===== src/rtl/score_bcd_converter.sv =====
`timescale 1ns/1ps
// score_bcd_converter
//   Sequential binary-to-BCD converter for the game score. On each rising edge
//   of frame_clk (VGA_VS) the current Score is converted with a shift-add-3
//   (double-dabble) FSM, one bit per Clk cycle, and the decimal digits are
//   presented to the HexDriver instances. Also tracks the session high score.
//
//   Ports
//     Clk        system clock (MAX10_CLK1_50)
//     Reset_n    synchronous reset, active-low
//     frame_clk  conversion request (VGA_VS), unsynchronised
//     Score      binary score from jumplogic
//     clear_hi   level; clears the high score
//     bcd        current score digits, digit i = bcd[4i+3:4i], i=0 is ones
//     hi_bcd     high score digits, same packing
//     digit_en   leading-zero mask for bcd (bit0 always set)
//     bcd_valid  one-cycle pulse when bcd/digit_en/overflow update
//     busy       high while a conversion is in progress (LOAD/SHIFT/DONE)
//     overflow   last converted Score did not fit in DIGITS decimal digits
module score_bcd_converter #(
    parameter int unsigned BIN_W  = 12,
    parameter int unsigned DIGITS = 4
) (
    input  logic                  Clk,
    input  logic                  Reset_n,
    input  logic                  frame_clk,
    input  logic [BIN_W-1:0]      Score,
    input  logic                  clear_hi,
    output logic [4*DIGITS-1:0]   bcd,
    output logic [4*DIGITS-1:0]   hi_bcd,
    output logic [DIGITS-1:0]     digit_en,
    output logic                  bcd_valid,
    output logic                  busy,
    output logic                  overflow
);

    localparam int unsigned BCD_W = 4 * DIGITS;
    localparam int unsigned CNT_W = $clog2(BIN_W + 1);
    localparam logic [CNT_W-1:0] LAST_CNT = CNT_W'(BIN_W - 1);

    typedef enum logic [1:0] {IDLE, LOAD, SHIFT, DONE} state_t;

    state_t             state;
    logic               fsync1, fsync2, fhist;
    logic               req;
    logic               pending;
    logic [BIN_W-1:0]   sh_bin;
    logic [BIN_W-1:0]   lat_bin;
    logic [BIN_W-1:0]   hi_bin;
    logic [BCD_W-1:0]   sh_bcd;
    logic [BCD_W-1:0]   adj_bcd;
    logic [BCD_W-1:0]   nxt_bcd;
    logic [BIN_W-1:0]   nxt_bin;
    logic               ovf_acc;
    logic               nxt_ovf;
    logic [CNT_W-1:0]   cnt;
    logic [DIGITS-1:0]  nxt_en;
    logic               nz_acc;

    assign req = fsync2 & ~fhist;

    // One double-dabble step: correct every nibble >= 5, then shift left.
    // The bit leaving the top nibble is a carry of 10**DIGITS.
    always_comb begin
        adj_bcd = sh_bcd;
        for (int unsigned i = 0; i < DIGITS; i++) begin
            if (sh_bcd[4*i +: 4] >= 4'd5)
                adj_bcd[4*i +: 4] = sh_bcd[4*i +: 4] + 4'd3;
        end
        nxt_bcd = {adj_bcd[BCD_W-2:0], sh_bin[BIN_W-1]};
        nxt_bin = {sh_bin[BIN_W-2:0], 1'b0};
        nxt_ovf = ovf_acc | adj_bcd[BCD_W-1];
    end

    // Leading-zero mask: sweep from the most significant digit downwards.
    always_comb begin
        nxt_en = '0;
        nz_acc = 1'b0;
        for (int unsigned k = 0; k < DIGITS; k++) begin
            nz_acc = nz_acc | (nxt_bcd[4*(DIGITS-1-k) +: 4] != 4'd0);
            nxt_en[DIGITS-1-k] = nz_acc;
        end
        nxt_en[0] = 1'b1;
    end

    always_ff @(posedge Clk) begin
        if (!Reset_n) begin
            state       <= IDLE;
            fsync1      <= 1'b0;
            fsync2      <= 1'b0;
            fhist       <= 1'b0;
            pending     <= 1'b0;
            sh_bin      <= '0;
            lat_bin     <= '0;
            hi_bin      <= '0;
            sh_bcd      <= '0;
            ovf_acc     <= 1'b0;
            cnt         <= '0;
            bcd         <= '0;
            hi_bcd      <= '0;
            digit_en    <= '0;
            digit_en[0] <= 1'b1;
            bcd_valid   <= 1'b0;
            busy        <= 1'b0;
            overflow    <= 1'b0;
        end else begin
            fsync1    <= frame_clk;
            fsync2    <= fsync1;
            fhist     <= fsync2;
            bcd_valid <= 1'b0;

            case (state)
                IDLE: begin
                    if (req || pending) begin
                        state <= LOAD;
                        busy  <= 1'b1;
                    end
                end
                LOAD: begin
                    sh_bin  <= Score;
                    lat_bin <= Score;
                    sh_bcd  <= '0;
                    cnt     <= '0;
                    ovf_acc <= 1'b0;
                    // A request arriving in this very cycle must survive the clear.
                    pending <= req;
                    state   <= SHIFT;
                end
                SHIFT: begin
                    if (req)
                        pending <= 1'b1;
                    sh_bcd  <= nxt_bcd;
                    sh_bin  <= nxt_bin;
                    ovf_acc <= nxt_ovf;
                    cnt     <= cnt + CNT_W'(1);
                    // Outputs are loaded from the final step so that they are
                    // already valid while the FSM sits in DONE.
                    if (cnt == LAST_CNT) begin
                        bcd       <= nxt_bcd;
                        overflow  <= nxt_ovf;
                        digit_en  <= nxt_en;
                        bcd_valid <= 1'b1;
                        state     <= DONE;
                    end
                end
                DONE: begin
                    if (req)
                        pending <= 1'b1;
                    if (!overflow && (lat_bin > hi_bin)) begin
                        hi_bin <= lat_bin;
                        hi_bcd <= sh_bcd;
                    end
                    busy  <= 1'b0;
                    state <= IDLE;
                end
                default: begin
                    busy  <= 1'b0;
                    state <= IDLE;
                end
            endcase

            if (clear_hi) begin
                hi_bin <= '0;
                hi_bcd <= '0;
            end
        end
    end

endmodule


===== config.mk =====
export PLATFORM = sky130hd
export DESIGN_NAME = score_bcd_converter
export DESIGN_NICKNAME = d
export VERILOG_FILES = /design/src/rtl/score_bcd_converter.sv
export SDC_FILE = /design/constraint.sdc
export NUM_CORES = 1
export LEC_CHECK = 0
export ABC_AREA = 1
export CAP_MARGIN = 5
export CORE_MARGIN = 2
export CORE_UTILIZATION = 25
export CTS_CLUSTER_DIAMETER = 120
export CTS_CLUSTER_SIZE = 24
export DETAILED_ROUTE_END_ITERATION = 8
export HOLD_SLACK_MARGIN = 0.05
export PLACE_DENSITY = 0.38
export SLEW_MARGIN = 10
export SYNTH_ARGS = -nofsm -noshare
export SYNTH_HDL_FRONTEND = slang
export SYNTH_SLANG_ARGS = --single-unit

===== constraint.sdc =====
create_clock -name Clk -period 1.93 [get_ports Clk]
set_input_delay 0.2895 -clock Clk [delete_from_list [all_inputs] [get_ports Clk]]
set_output_delay 0.2895 -clock Clk [all_outputs]
set_load 0.005 [all_outputs]

==> results.py <==
metrics = {
    "finish": {
        "drive_gt1_share_pct": 5.795,
        "antenna_cells": 0,
        "fin_nets": 779,
        "areaGrowthSynthToFinish_pct": 25.19,
    },
    "cts": {
        "cts_buffers": 9,
        "htreeDepth": 3,
        "clockBufferDepth": 2,
        "clock-sinks": 101,
        "clk_latency_ps": 350,
        "cts-root-buf": "clkbuf_16",
        "cts_tree": "built",
        "holdBufCountCts": 0,
        "clk_pin_slew_ps": 70,
    },
    "logic_synthesis": {
        "yosysWarnings": 0,
        "ys_types": 33,
        "synth_edf_count": 0,
        "synth_fp_nets": 727,
        "synth_most_common_cell": "nand2_1",
        "syn_avg_cell_area_um2": 7.063,
        "syn-cell-area_mm2": 0.004838,
        "synth_area_leaders": "dfxtp_1, nand2_1, inv_1",
        "synth_top_area_share_pct": 41.79,
        "ys_seq_area_share_pct": 41.79,
        "synth-seq-cells": 101,
        "netlist_instances": 685,
        "synthTopCellsByCount": "nand2_1, dfxtp_1, inv_1, nor2_1, a21oi_1",
        "ys.flop_type": "dfxtp_1",
        "synth_area_leader_cell": "dfxtp_1",
        "async_flop_share_pct": 0,
    },
    "timing": {
        "setup_viol_count_final": 0,
        "final-max-slew-violation-count": 0,
        "min_period_ps": 1796,
        "fmax_mhz": 556.7,
        "grt_setup_unrepaired": "no",
        "finalCritPeriodShare_pct": 93.07,
        "clock_skew_ps": 10.77,
        "hold_viol_final": 0,
        "tns_ps": 0,
    },
    "power_and_ir_drop": {
        "p_leak_nw": 2.720,
        "total_power_mw": 6.956,
        "p_per_area_mw_per_mm2": 1148,
        "vdd_ir_drop_max_uv": 530.2,
    },
    "drt": {
        "initialDrtViolationCount": 249,
        "ant_nets": 0,
        "drc_errors": 0,
        "wl_um": 12670,
        "wl_per_cell_um": 12.64,
        "viasPerCell": 4.272,
        "vias": 4281,
        "drt-pass1-iter-count": 5,
    },
    "die": {
        "dieArea_mm2": 0.02048,
        "core_area_mm2": 0.01883,
        "fp-row-count": 50,
        "ioPinCount": 55,
        "start_util_pct": 25.69,
        "die-height_um": 143.1,
        "die_w_um": 143.1,
    },
    "worst_setup_path": {
        "worstPathArrival_ps": 2050,
        "crit_path_start_kind": "register",
        "crit_required_ps": 2180,
        "cp_max_fo": 5,
        "end_kind": "register",
        "rrSetupSlack_ps": 130,
        "path_class": "register to register",
    },
    "min_path": {
        "hold_path_class": "register to register",
    },
    "grt": {
        "overflow": 0,
        "grt_use_total_pct": 12.64,
        "grt_pass1_wl_um": 20130,
        "antenna_found_initial": 0,
        "grt_max_degree": 49,
        "grt_pass1_vias": 3838,
    },
    "place": {
        "dp_hpwl_um": 9373,
        "place_congestion": 0.7943,
        "io_buffer_count": 53,
    },
    "status": {
        "status": "finished clean",
    },
    "flow_run": {
        "maxCapViolCount": 0,
    },
}
==> repair_timing <==
item                                    CTS  global route
buffers inserted                          0             0
endpoints found under the setup margin    0             2
gates resized for setup                   0             3
==> placed cells by master, fill, tap and decap left out, drive strengths merged, types with 2 or more instances in the layout <==
cell type and instances:
a21o 2, a21oi 56, a31oi 2, buf 20, clkbuf 12, clkdlybuf4s50 53, dfxtp 101, ha 26
inv 94, nand2 169, nand3 46, nand4 8, nor2 83, nor3 8, o211ai 10, o21a 4
o21ai 37, o21bai 2
==> final timing paths <==
check                 start           to  depth (start not counted)
setup / recovery  sh_bcd[0]  digit_en[1]                         11
hold / removal       fsync1       fsync2                          2
setup reg to reg  sh_bcd[0]  digit_en[1]                         11
hold reg to reg      fsync1       fsync2                          2
==> metrics by stage <==
step	util, %	hold WS [ps]	instance area (um^2)	std cells	setup WS (ps)
after floorplan	-	387.1	4838	685	361.6
after global placement	30.50	411.3	5743	986	139.4
after detailed placement	30.50	409.2	5743	986	92.74
after CTS	32.10	427.7	6045	1002	76.20
after global routing	32.17	452.1	6057	1002	1.132
final	32.17	427.4	6057	1002	133.8
==> layout make-up <==
type | count | area [um^2]
Timing Repair Buffer | 73 | 755.7
Tap cell | 260 | 325.3
Fill cell | 2058 | 12770
Inverter | 93 | 349.1
Multi-Input combinational cell | 459 | 2302
Clock inverter | 4 | 55.05
Clock buffer | 12 | 246.5
Sequential cell | 101 | 2023
==> cell families after synthesis <==
kind of cell | share of synthesized area, %
AOI/OAI and AO/OA | 13.03
buffers and inverters | 10.86
and+or+nand+nor | 27.33
other | 0.07751
adders and majority gates | 6.724
DFF | 41.79
xor gates and xnor gates | 0.1811
==> metal layers <==
metal / GRT usage, % / wire length, um
met2: 17.93 / 5213
met3: 1.677 / 426
met1: 18.94 / 6806
met5: 0 / 0
met4: 5.315 / 219
==> critical path, stage by stage (launching register included) <==
cell,delay (ps)
dfxtp_1,390
inv_1,100
ha_1,140
inv_1,60
o21ai_0,160
nand2_1,160
nand2_1,210
nand2_1,70
nor2_1,200
nand3_1,110
nand2_1,70
inv_1,30
==> flip-flops by register name (all words and copies together) (netlist names), 2 cells and up <==
name,flops
hi_bcd,16
digit_en,3
hi_bin,12
sh_bin,12
bcd,16
lat_bin,12
sh_bcd,16
cnt,4
state,2
==> power by group <==
group	internal, mW	switching (mW)	total, mW
combinational	0.981	1.59	2.57
clock	1.05	0.822	1.87
sequential	2.35	0.165	2.51
Power figures use the tool's default switching activity.
